## src/rtl/bcd_score_counter.sv

```systemverilog
// bcd_score_counter: BCD + binary up/down score counter, range 0..MAX_VAL, wrap or saturate.
// Latency: 1 cycle from a sampled input edge, clear or load to the registered outputs.
// Backpressure: none; input rising edges are consumed every cycle, and an edge that loses to clear or load is dropped.
//
// Ports:
//   clk_i, rst_i (async, active-low)      clock / reset
//   clr_i, load_i, load_val_i             synchronous clear, BCD load (clear wins)
//   inc_i, dec_i, wrap_i                  level inputs; 0->1 edges count, wrap_i selects wrap vs saturate
//   bcd_o, bin_o                          count as BCD digits (digit 0 in [3:0]) and as binary
//   at_max_o, at_min_o                    count == MAX_VAL / count == 0
//   ovf_o, unf_o, load_err_o              one-cycle pulses
module bcd_score_counter #(
  parameter int DIGITS  = 2,
  parameter int MAX_VAL = 99,
  parameter int BW      = 7
) (
  input  logic                  clk_i,
  input  logic                  rst_i,
  input  logic                  clr_i,
  input  logic                  inc_i,
  input  logic                  dec_i,
  input  logic                  wrap_i,
  input  logic                  load_i,
  input  logic [4*DIGITS-1:0]   load_val_i,
  output logic [4*DIGITS-1:0]   bcd_o,
  output logic [BW-1:0]         bin_o,
  output logic                  at_max_o,
  output logic                  at_min_o,
  output logic                  ovf_o,
  output logic                  unf_o,
  output logic                  load_err_o
);

  localparam int W = 4 * DIGITS;

  function automatic logic [W-1:0] to_bcd(input int v);
    logic [W-1:0] r;
    int           t;
    r = '0;
    t = v;
    for (int i = 0; i < DIGITS; i++) begin
      r[4*i +: 4] = 4'(t % 10);
      t = t / 10;
    end
    return r;
  endfunction

  function automatic int bcd_to_int(input logic [W-1:0] x);
    int v;
    v = 0;
    for (int i = DIGITS - 1; i >= 0; i--) begin
      v = v * 10 + int'(x[4*i +: 4]);
    end
    return v;
  endfunction

  function automatic logic digits_ok(input logic [W-1:0] x);
    logic ok;
    ok = 1'b1;
    for (int i = 0; i < DIGITS; i++) begin
      if (x[4*i +: 4] > 4'd9) ok = 1'b0;
    end
    return ok;
  endfunction

  // Ripple +1: a 9 rolls to 0 and passes the carry on.
  function automatic logic [W-1:0] bcd_inc(input logic [W-1:0] x);
    logic [W-1:0] r;
    logic         c;
    r = x;
    c = 1'b1;
    for (int i = 0; i < DIGITS; i++) begin
      if (c) begin
        if (x[4*i +: 4] == 4'd9) begin
          r[4*i +: 4] = 4'd0;
        end else begin
          r[4*i +: 4] = x[4*i +: 4] + 4'd1;
          c = 1'b0;
        end
      end
    end
    return r;
  endfunction

  // Ripple -1: a 0 rolls to 9 and passes the borrow on.
  function automatic logic [W-1:0] bcd_dec(input logic [W-1:0] x);
    logic [W-1:0] r;
    logic         b;
    r = x;
    b = 1'b1;
    for (int i = 0; i < DIGITS; i++) begin
      if (b) begin
        if (x[4*i +: 4] == 4'd0) begin
          r[4*i +: 4] = 4'd9;
        end else begin
          r[4*i +: 4] = x[4*i +: 4] - 4'd1;
          b = 1'b0;
        end
      end
    end
    return r;
  endfunction

  localparam logic [W-1:0]  MAX_BCD = to_bcd(MAX_VAL);
  localparam logic [BW-1:0] MAX_BIN = BW'(MAX_VAL);

  logic [W-1:0]  r_bcd;
  logic [BW-1:0] r_bin;
  logic          r_inc_q;
  logic          r_dec_q;
  logic          r_ovf;
  logic          r_unf;
  logic          r_load_err;

  logic          w_inc_ev;
  logic          w_dec_ev;
  logic          w_load_ok;
  int            w_load_int;

  always_comb begin
    w_inc_ev   = inc_i & ~r_inc_q;
    w_dec_ev   = dec_i & ~r_dec_q;
    w_load_int = bcd_to_int(load_val_i);
    w_load_ok  = digits_ok(load_val_i) && (w_load_int <= MAX_VAL);
  end

  always_ff @(posedge clk_i or negedge rst_i) begin
    if (!rst_i) begin
      r_bcd      <= '0;
      r_bin      <= '0;
      // Reset high so a level already held at release does not count.
      r_inc_q    <= 1'b1;
      r_dec_q    <= 1'b1;
      r_ovf      <= 1'b0;
      r_unf      <= 1'b0;
      r_load_err <= 1'b0;
    end else begin
      r_inc_q    <= inc_i;
      r_dec_q    <= dec_i;
      r_ovf      <= 1'b0;
      r_unf      <= 1'b0;
      r_load_err <= 1'b0;
      if (clr_i) begin
        r_bcd <= '0;
        r_bin <= '0;
      end else if (load_i) begin
        if (w_load_ok) begin
          r_bcd <= load_val_i;
          r_bin <= BW'(w_load_int);
        end else begin
          r_load_err <= 1'b1;
        end
      end else if (w_inc_ev && !w_dec_ev) begin
        if (r_bin == MAX_BIN) begin
          r_ovf <= 1'b1;
          if (wrap_i) begin
            r_bcd <= '0;
            r_bin <= '0;
          end
        end else begin
          r_bcd <= bcd_inc(r_bcd);
          r_bin <= r_bin + BW'(1);
        end
      end else if (w_dec_ev && !w_inc_ev) begin
        if (r_bin == '0) begin
          r_unf <= 1'b1;
          if (wrap_i) begin
            r_bcd <= MAX_BCD;
            r_bin <= MAX_BIN;
          end
        end else begin
          r_bcd <= bcd_dec(r_bcd);
          r_bin <= r_bin - BW'(1);
        end
      end
    end
  end

  assign bcd_o      = r_bcd;
  assign bin_o      = r_bin;
  assign at_max_o   = (r_bin == MAX_BIN);
  assign at_min_o   = (r_bin == '0);
  assign ovf_o      = r_ovf;
  assign unf_o      = r_unf;
  assign load_err_o = r_load_err;

endmodule

```

## config.mk

```make
export PLATFORM = sky130hd
export DESIGN_NAME = bcd_score_counter
export DESIGN_NICKNAME = d
export VERILOG_FILES = /design/src/rtl/bcd_score_counter.sv
export SDC_FILE = /design/constraint.sdc
export NUM_CORES = 1
export LEC_CHECK = 0
export ABC_AREA = 1
export CAP_MARGIN = 40
export CORE_MARGIN = 2
export CORE_UTILIZATION = 55
export CTS_CLUSTER_DIAMETER = 30
export DETAILED_ROUTE_END_ITERATION = 12
export PLACE_DENSITY = 0.82
export SYNTH_ARGS = -nofsm -noshare
export SYNTH_HDL_FRONTEND = slang
export SYNTH_SLANG_ARGS = --single-unit
```

## constraint.sdc

```tcl
create_clock -name clk_i -period 2.5 [get_ports clk_i]
set_input_delay 0.375 -clock clk_i [delete_from_list [all_inputs] [get_ports clk_i]]
set_output_delay 0.375 -clock clk_i [all_outputs]
set_load 0.005 [all_outputs]
```

==> flow_results.xml, run 1 <==
<?xml version="1.0" encoding="UTF-8"?>
<metrics>
  <group name="placed_design">
    <metric name="port-buffer-count" unit="">34</metric>
    <metric name="post-place-cells" unit="">432</metric>
    <metric name="finalWeightedCongestion" unit="">0.879</metric>
    <metric name="setup_slack_after_placement" unit="ns">-0.479</metric>
    <metric name="placed_area" unit="µm²">2760</metric>
    <metric name="hpwlAfterDp" unit="µm">4350</metric>
  </group>
  <group name="power_and_ir_drop">
    <metric name="max-vdd-ir-drop" unit="mV">0.244</metric>
    <metric name="p_leak" unit="µW">0.00149</metric>
    <metric name="p_per_area" unit="nW/µm²">634</metric>
  </group>
  <group name="finish">
    <metric name="final_core_util" unit="">0.747</metric>
    <metric name="commonest_non_fill_non_tap_cell_in_the_layout" unit="">sky130_fd_sc_hd__nand2_1</metric>
    <metric name="finalNonFillerCells" unit="">442</metric>
    <metric name="fillCellCount" unit="">298</metric>
    <metric name="area_delta_synth_final" unit="%">33.3</metric>
    <metric name="post_layout_net_count" unit="">427</metric>
    <metric name="fin_area" unit="µm²">2950</metric>
    <metric name="antennaDiodeCount" unit="">0</metric>
    <metric name="leading_cell_types_in_the_layout_fill_and_taps_excluded" unit="">sky130_fd_sc_hd__nand2_1 (87), sky130_fd_sc_hd__inv_1 (47), sky130_fd_sc_hd__clkdlybuf4s50_1 (29), sky130_fd_sc_hd__nand3_1 (28), sky130_fd_sc_hd__buf_4 (25)</metric>
    <metric name="fraction_of_layout_cells_with_a_size_suffix_above_1" unit="">0.222</metric>
  </group>
  <group name="synthesis">
    <metric name="mappedNetlistArea" unit="µm²">2210</metric>
    <metric name="syn_nets" unit="">366</metric>
    <metric name="synthDistinctLibCells" unit="">31</metric>
    <metric name="synthCells" unit="">332</metric>
    <metric name="postSynthRegisterBits" unit="">20</metric>
    <metric name="synth-warning-count" unit="">0</metric>
    <metric name="post_synth.cell_area_avg" unit="µm²">6.66</metric>
    <metric name="ys_seq_area_frac" unit="">0.228</metric>
  </group>
  <group name="setup_path">
    <metric name="timing.rr.start" unit="">bin_o[0]</metric>
    <metric name="cp.required" unit="ns">2.69</metric>
    <metric name="critical_path.cell_chain" unit="">clkdlybuf4s15_1, ha_2, ha_4, fa_1, nand2_2, inv_4, nand2_4, nor2_4, nand2_2, nand2_2, nand2_2, nand2_2, nand2_4, nor2_8, buf_12, buf_12, nand2_2, o21ai_2</metric>
    <metric name="crit_fanout" unit="">7</metric>
    <metric name="number_of_cell_instances_on_the_worst_register_to_register_path" unit="">11</metric>
    <metric name="critical_path.endpoint" unit="">bin_o[0]</metric>
    <metric name="max_stage_delay" unit="ns">0.51</metric>
    <metric name="setup.reg_to_reg.worst_slack" unit="ns">0.46</metric>
    <metric name="worstSetupStartpointType" unit="">input pin</metric>
    <metric name="path_class" unit="">in2reg</metric>
    <metric name="worst_path_max_delay_cell" unit="">sky130_fd_sc_hd__fa_1</metric>
    <metric name="path_common_cell" unit="">sky130_fd_sc_hd__nand2_2</metric>
    <metric name="timing.rr.end" unit="">bin_o[0]</metric>
    <metric name="cp-startpoint" unit="">load_val_i[4]</metric>
    <metric name="worst-endpoint-arrival" unit="ns">2.56</metric>
    <metric name="timing.critical_path.to_type" unit="">register</metric>
    <metric name="worstSetupPathDepth" unit="">18</metric>
    <metric name="timing.critical_path.max_delay_family" unit="">adder cells</metric>
    <metric name="critPathBufInv" unit="">4</metric>
  </group>
  <group name="die">
    <metric name="die_area" unit="µm²">4540</metric>
    <metric name="die-height" unit="µm">67.4</metric>
    <metric name="number_of_rows_created_at_floorplan" unit="">23</metric>
    <metric name="placeableCoreArea" unit="µm²">3940</metric>
    <metric name="initial_core_util" unit="">0.560</metric>
    <metric name="io_pins" unit="">35</metric>
    <metric name="die_w" unit="µm">67.4</metric>
  </group>
  <group name="global_route">
    <metric name="grt_start_max_net_pins" unit="">21</metric>
    <metric name="number_of_global_route_vias_before_repair" unit="">2166</metric>
    <metric name="grt_overflow" unit="">0</metric>
    <metric name="grt_first_pass_wirelength" unit="µm">9440</metric>
    <metric name="grt_antenna_before_repair" unit="">0</metric>
    <metric name="global_route.usage.total" unit="">0.273</metric>
  </group>
  <group name="timing">
    <metric name="final_period_demand_of_the_worst_path" unit="ns">2.38</metric>
    <metric name="max_clock_freq" unit="MHz">421</metric>
    <metric name="finalWorstSetupSlack" unit="ns">0.124</metric>
    <metric name="final.setup.tns" unit="ns">0</metric>
    <metric name="setup_violations" unit="">0</metric>
    <metric name="max-slew-margin-rel" unit="">0.792</metric>
    <metric name="timing.clock.skew" unit="ns">0.00522</metric>
    <metric name="drv_slew" unit="">0</metric>
    <metric name="hold_violations" unit="">0</metric>
    <metric name="worstMarginPinSlew" unit="ns">0.312</metric>
    <metric name="final.period_utilization" unit="">0.951</metric>
  </group>
  <group name="clock_tree">
    <metric name="cts_tree" unit="">yes</metric>
    <metric name="clk_path_buf_depth" unit="">2</metric>
    <metric name="cts.root.buffer_cell" unit="">sky130_fd_sc_hd__clkbuf_8</metric>
    <metric name="clk-insertion-delay-late" unit="ns">0.26</metric>
    <metric name="cts_max_level" unit="">1</metric>
    <metric name="cts.clk_slew.worst_paths" unit="ns">0.07</metric>
    <metric name="numCtsBuffers" unit="">3</metric>
    <metric name="cts.sinks" unit="">20</metric>
  </group>
  <group name="routing">
    <metric name="drt_first_pass_iters" unit="">4</metric>
    <metric name="routed_via_density" unit="">5.33</metric>
    <metric name="num_vias" unit="">2357</metric>
    <metric name="route.detailed.wl_per_inst" unit="µm">13.1</metric>
    <metric name="first_iter_violations" unit="">128</metric>
    <metric name="aggregate_routed_wire_length" unit="µm">5790</metric>
    <metric name="drc" unit="">0</metric>
    <metric name="route.antenna.remaining_nets" unit="">0</metric>
  </group>
  <group name="flow_run">
    <metric name="cap_viol_max_count" unit="">0</metric>
  </group>
  <group name="outcome">
    <metric name="result_of_the_run" unit="">finished clean</metric>
  </group>
  <group name="min_path">
    <metric name="hold_class" unit="">in2async</metric>
  </group>
</metrics>
-- metrics by stage --
stage                     hold slack, ns  power [µW]
after global placement             0.551        1510
after detailed placement           0.549        1540
after CTS                          0.468        1850
after global routing               0.493        2020
final                              0.464        1870
after floorplan                   0.0794        1170
-- final cells by class --
class                   count  area, µm²  area share
multi-input cells         255       1520       0.516
repair buffers             64        619       0.210
flip-flops and latches     20        503       0.171
inverters                  49        186      0.0633
well taps                  50       62.6      0.0212
clock buffers               4       55.1      0.0187
-- synthesized netlist by cell type --
| cell type | n | share of area |
|---|---|---|
| sky130_fd_sc_hd__a21oi_1 | 10 | 0.023 |
| sky130_fd_sc_hd__clkbuf_1 | 4 | 0.0068 |
| sky130_fd_sc_hd__o21ai_0 | 18 | 0.041 |
| sky130_fd_sc_hd__o22ai_1 | 5 | 0.014 |
| sky130_fd_sc_hd__buf_6 | 1 | 0.0051 |
| sky130_fd_sc_hd__ha_1 | 17 | 0.096 |
| sky130_fd_sc_hd__nand4_1 | 8 | 0.023 |
| sky130_fd_sc_hd__nor2_8 | 1 | 0.0091 |
| sky130_fd_sc_hd__xnor2_1 | 3 | 0.012 |
| sky130_fd_sc_hd__nand3_1 | 28 | 0.063 |
| sky130_fd_sc_hd__buf_2 | 2 | 0.0045 |
| sky130_fd_sc_hd__a31oi_1 | 1 | 0.0028 |
| sky130_fd_sc_hd__nand2_1 | 91 | 0.15 |
| sky130_fd_sc_hd__nand2_2 | 16 | 0.045 |
| sky130_fd_sc_hd__nor3_1 | 4 | 0.0091 |
| sky130_fd_sc_hd__nand3_2 | 2 | 0.0091 |
| sky130_fd_sc_hd__nand2_4 | 1 | 0.0051 |
| sky130_fd_sc_hd__o21ai_4 | 1 | 0.0074 |
| sky130_fd_sc_hd__dfrtp_1 | 18 | 0.20 |
| sky130_fd_sc_hd__buf_12 | 1 | 0.0091 |
| sky130_fd_sc_hd__nor2_4 | 1 | 0.0051 |
| sky130_fd_sc_hd__nor2_1 | 23 | 0.039 |
| sky130_fd_sc_hd__nor2_2 | 4 | 0.011 |
| sky130_fd_sc_hd__dfstp_2 | 2 | 0.024 |
| sky130_fd_sc_hd__o21bai_1 | 2 | 0.0068 |
| sky130_fd_sc_hd__nand4_2 | 1 | 0.0057 |
| sky130_fd_sc_hd__fa_1 | 2 | 0.018 |
| sky130_fd_sc_hd__inv_1 | 47 | 0.080 |
| sky130_fd_sc_hd__xor2_1 | 5 | 0.020 |
| sky130_fd_sc_hd__o21ai_2 | 11 | 0.044 |
| sky130_fd_sc_hd__inv_2 | 2 | 0.0034 |
-- worst min path at each step --
stage,startpoint,endpoint,slack (ns),cells past startpoint
finish,rst_i,bin_o[1],0.46,2
global route,rst_i,unf_o,0.49,2
CTS,rst_i,bin_o[5],0.47,2
detailed placement,bcd_o[7],bcd_o[7],0.55,2
global placement,bcd_o[7],bcd_o[7],0.55,2
floorplan,rst_i,bcd_o[0],0.08,0
-- where the power goes --
part / internal, µW / switching, µW / total (µW)
clock network: 140 / 108 / 248
registers: 388 / 104 / 492
logic: 523 / 604 / 1130
total: 1050 / 816 / 1870
-- sequential cells by signal (all words and copies together), names as in the netlist --
name	flops
bcd_o	8
bin_o	7
load_err_o	1
ovf_o	1
r_dec_q	1
r_inc_q	1
unf_o	1
-- metal layers --
layer	GRT usage	vias to the layer above	share of wire
met5	0	-	0
met4	0.0995	0	0.018
met3	0.0367	8	0.041
met2	0.485	68	0.51
met1	0.335	1088	0.43
li1	-	1193	-
-- cells by family after synthesis --
group / count (synthesis) / synth area share
adder cells (fa/ha/maj): 19 / 0.114
AND/OR/NAND/NOR: 180 / 0.379
buffers and inverters: 57 / 0.109
XOR/XNOR: 8 / 0.0317
flip-flops: 20 / 0.228
AO/OA/AOI/OAI: 48 / 0.138
-- repair_timing --
item,CTS,global route
pin swaps,8,9
buffers inserted,4,1
gates resized for setup,13,14
endpoints found under the setup margin,15,15
hold buffers,0,0
gates cloned,1,0
No activity file was read; power rests on OpenSTA's default activity.
==> run 2: changes to the inputs <==
--- a/config.mk
+++ b/config.mk
@@ -6,11 +6,12 @@
 export NUM_CORES = 1
 export LEC_CHECK = 0
 export ABC_AREA = 1
-export CAP_MARGIN = 40
+export CAP_MARGIN = 20
 export CORE_MARGIN = 2
 export CORE_UTILIZATION = 55
 export CTS_CLUSTER_DIAMETER = 30
 export DETAILED_ROUTE_END_ITERATION = 12
+export GPL_TIMING_DRIVEN = 0
 export PLACE_DENSITY = 0.82
 export SYNTH_ARGS = -nofsm -noshare
 export SYNTH_HDL_FRONTEND = slang
==> run 2 against run 1 <==
Against the previous run: utilization is 3.4 points lower; critical path depth is 1 lower; global-route usage is 0.30 points lower; final area is 4.5% lower; first-iteration DRC count is 44% higher; combinational power hardly changed; via count is 2.8% lower; clock power is 6% higher; total power is 1.4% lower; sequential share of layout area is 0.81 points higher; critical endpoint is now bin_o[3]; highest routed layer unchanged.
==> flow_results.xml, run 2 (synthesis gave the netlist of run 1 again) <==
<?xml version="1.0" encoding="UTF-8"?>
<metrics>
  <group name="timing">
    <metric name="timing.clock.skew" unit="ns">0.00277</metric>
    <metric name="setup_violations" unit="">0</metric>
    <metric name="final_period_demand_of_the_worst_path" unit="ns">2.40</metric>
    <metric name="grt_setup_unrepaired" unit="">false</metric>
    <metric name="max-slew-margin-rel" unit="">0.353</metric>
    <metric name="hold_violations" unit="">0</metric>
    <metric name="drv_slew" unit="">0</metric>
    <metric name="finalWorstSetupSlack" unit="ns">0.0955</metric>
    <metric name="worstMarginPinSlew" unit="ns">0.967</metric>
    <metric name="final.period_utilization" unit="">0.962</metric>
    <metric name="max_clock_freq" unit="MHz">416</metric>
  </group>
  <group name="global_route">
    <metric name="grt_first_pass_wirelength" unit="µm">9340</metric>
    <metric name="grt_antenna_before_repair" unit="">0</metric>
    <metric name="global_route.usage.total" unit="">0.270</metric>
    <metric name="number_of_global_route_vias_before_repair" unit="">2122</metric>
    <metric name="grt_overflow" unit="">0</metric>
    <metric name="grt_start_max_net_pins" unit="">21</metric>
  </group>
  <group name="finish">
    <metric name="fraction_of_layout_cells_with_a_size_suffix_above_1" unit="">0.185</metric>
    <metric name="leading_cell_types_in_the_layout_fill_and_taps_excluded" unit="">sky130_fd_sc_hd__nand2_1 (89), sky130_fd_sc_hd__inv_1 (47), sky130_fd_sc_hd__nand3_1 (28), sky130_fd_sc_hd__clkdlybuf4s50_1 (28), sky130_fd_sc_hd__nor2_1 (23)</metric>
    <metric name="final_core_util" unit="">0.713</metric>
    <metric name="fillCellCount" unit="">343</metric>
    <metric name="multi_input_comb_area" unit="µm²">1510</metric>
    <metric name="largest_register_ffs" unit="">8</metric>
    <metric name="area_delta_synth_final" unit="%">27.2</metric>
    <metric name="post_layout_net_count" unit="">414</metric>
    <metric name="commonest_non_fill_non_tap_cell_in_the_layout" unit="">sky130_fd_sc_hd__nand2_1</metric>
    <metric name="layout.area.seq" unit="µm²">503</metric>
    <metric name="antennaDiodeCount" unit="">0</metric>
  </group>
  <group name="clock_tree">
    <metric name="post_cts_hold_buffer_count" unit="">0</metric>
    <metric name="numCtsBuffers" unit="">3</metric>
    <metric name="clk_path_buf_depth" unit="">2</metric>
    <metric name="cts.sinks" unit="">20</metric>
    <metric name="cts.root.buffer_cell" unit="">sky130_fd_sc_hd__clkbuf_8</metric>
    <metric name="clk-insertion-delay-late" unit="ns">0.27</metric>
    <metric name="cts.clk_slew.worst_paths" unit="ns">0.08</metric>
    <metric name="cts_max_level" unit="">1</metric>
    <metric name="cts_tree" unit="">yes</metric>
  </group>
  <group name="power_and_ir_drop">
    <metric name="p_leak" unit="µW">0.00141</metric>
    <metric name="max-vdd-ir-drop" unit="mV">0.304</metric>
    <metric name="p_per_area" unit="nW/µm²">655</metric>
  </group>
  <group name="routing">
    <metric name="first_iter_violations" unit="">184</metric>
    <metric name="num_vias" unit="">2291</metric>
    <metric name="drt_first_pass_iters" unit="">4</metric>
    <metric name="drc" unit="">0</metric>
    <metric name="routed_via_density" unit="">5.34</metric>
    <metric name="route.antenna.remaining_nets" unit="">0</metric>
    <metric name="aggregate_routed_wire_length" unit="µm">5720</metric>
    <metric name="route.detailed.wl_per_inst" unit="µm">13.3</metric>
  </group>
  <group name="setup_path">
    <metric name="critical_path.cell_chain" unit="">buf_4, ha_4, ha_4, fa_1, nand2_2, inv_4, nand2_4, nor2_4, nand2_2, nand2_1, nand2_1, nand2_2, nand2_4, nor2_8, buf_6, clkbuf_16, o21ai_2</metric>
    <metric name="path_class" unit="">in2reg</metric>
    <metric name="crit_fanout" unit="">5</metric>
    <metric name="worst-endpoint-arrival" unit="ns">2.57</metric>
    <metric name="path_common_cell" unit="">sky130_fd_sc_hd__nand2_2</metric>
    <metric name="worstSetupStartpointType" unit="">input pin</metric>
    <metric name="worst_path_max_delay_cell" unit="">sky130_fd_sc_hd__fa_1</metric>
    <metric name="cp.required" unit="ns">2.66</metric>
    <metric name="critPathBufInv" unit="">4</metric>
    <metric name="timing.critical_path.max_delay_family" unit="">adder cells</metric>
    <metric name="timing.critical_path.to_type" unit="">register</metric>
    <metric name="max_stage_delay" unit="ns">0.52</metric>
  </group>
  <group name="die">
    <metric name="placeableCoreArea" unit="µm²">3940</metric>
    <metric name="initial_core_util" unit="">0.560</metric>
    <metric name="die-height" unit="µm">67.4</metric>
    <metric name="number_of_rows_created_at_floorplan" unit="">23</metric>
    <metric name="die_area" unit="µm²">4540</metric>
    <metric name="io_pins" unit="">35</metric>
    <metric name="die_w" unit="µm">67.4</metric>
  </group>
  <group name="placed_design">
    <metric name="finalWeightedCongestion" unit="">0.931</metric>
    <metric name="setup_slack_after_placement" unit="ns">-0.697</metric>
    <metric name="port-buffer-count" unit="">34</metric>
    <metric name="hpwlAfterDp" unit="µm">4100</metric>
  </group>
  <group name="min_path">
    <metric name="hold_class" unit="">in2reg</metric>
  </group>
  <group name="flow_run">
    <metric name="cap_viol_max_count" unit="">0</metric>
  </group>
  <group name="outcome">
    <metric name="result_of_the_run" unit="">finished clean</metric>
  </group>
</metrics>
## run 2: cell count changes in the layout (fill, tap and decap cells not counted), sizes merged
| cell | change |
|---|---|
| clkdlybuf4s15 | -2 |
| buf | -15 |
| dlygate4sd2 | +1 |
| clkbuf | +4 |
| clkdlybuf4s50 | -1 |
## run 2: layout make-up
type / instances / share of cell area
buffer: 8 / 0.0236
clock buffer: 4 / 0.0196
inverter: 49 / 0.0663
multi-input combinational: 255 / 0.538
sequential: 20 / 0.179
tap: 50 / 0.0223
timing repair buffer: 43 / 0.152
## run 2: metrics by stage
stage | std cells | cell area [µm²] | hold WS (ns) | TNS [ns] | power (µW)
final | 429 | 2810 | 0.512 | 0 | 1840
after global routing | 429 | 2810 | 0.535 | 0 | 2000
after CTS | 427 | 2750 | 0.533 | 0 | 1790
after detailed placement | 416 | 2610 | 0.548 | -9.85 | 1490
after global placement | 416 | 2610 | 0.546 | -8.72 | 1470
after floorplan | 332 | 2210 | 0.0794 | 0 | 1170
## run 2: routing by layer
metal / part of all wire / up-vias / track usage
li1: - / 1160 / -
met1: 0.43 / 1031 / 0.354
met2: 0.48 / 82 / 0.468
met3: 0.054 / 18 / 0.0200
met4: 0.028 / 0 / 0.0918
met5: 0 / - / 0
## run 2: path summary, 6_finish.rpt
path | from | to | slack [ns] | cells after the start
min | load_val_i[7] | bcd_o[7] | 0.51 | 5
min reg2reg | bcd_o[7] | bcd_o[7] | 0.57 | 2
min in group asynchronous | rst_i | bin_o[0] | 0.64 | 1
max | load_val_i[5] | bin_o[3] | 0.1 | 17
max in group asynchronous | rst_i | load_err_o | 1.27 | 1
max reg2reg | r_dec_q | bin_o[6] | 0.44 | 13
## run 2: worst register-to-register path, stage by stage, from the launching register on
cell,delay (ns)
sky130_fd_sc_hd__dfstp_2,0.52
sky130_fd_sc_hd__nor2_1,0.05
sky130_fd_sc_hd__inv_1,0.05
sky130_fd_sc_hd__ha_1,0.12
sky130_fd_sc_hd__buf_2,0.21
sky130_fd_sc_hd__inv_1,0.16
sky130_fd_sc_hd__o21ai_4,0.13
sky130_fd_sc_hd__nand3_1,0.12
sky130_fd_sc_hd__nand2_2,0.16
sky130_fd_sc_hd__nor2_8,0.07
sky130_fd_sc_hd__buf_4,0.13
sky130_fd_sc_hd__buf_4,0.12
sky130_fd_sc_hd__nand2_1,0.06
sky130_fd_sc_hd__o21ai_2,0.05
## run 2: timing repair
action | in CTS | in global routing
buffers inserted | 6 | 2
endpoints found under the setup margin | 16 | 15
gates cloned | 1 | 1
resized for setup | 22 | 19
endpoints found under the hold margin | 0 | 0
pin swaps | 5 | 8
## run 2: power by group
part / total, µW / switching [µW] / internal, µW
Combinational: 1110 / 614 / 492
Sequential: 474 / 85.8 / 388
Clock: 262 / 121 / 141
Total: 1840 / 820 / 1020
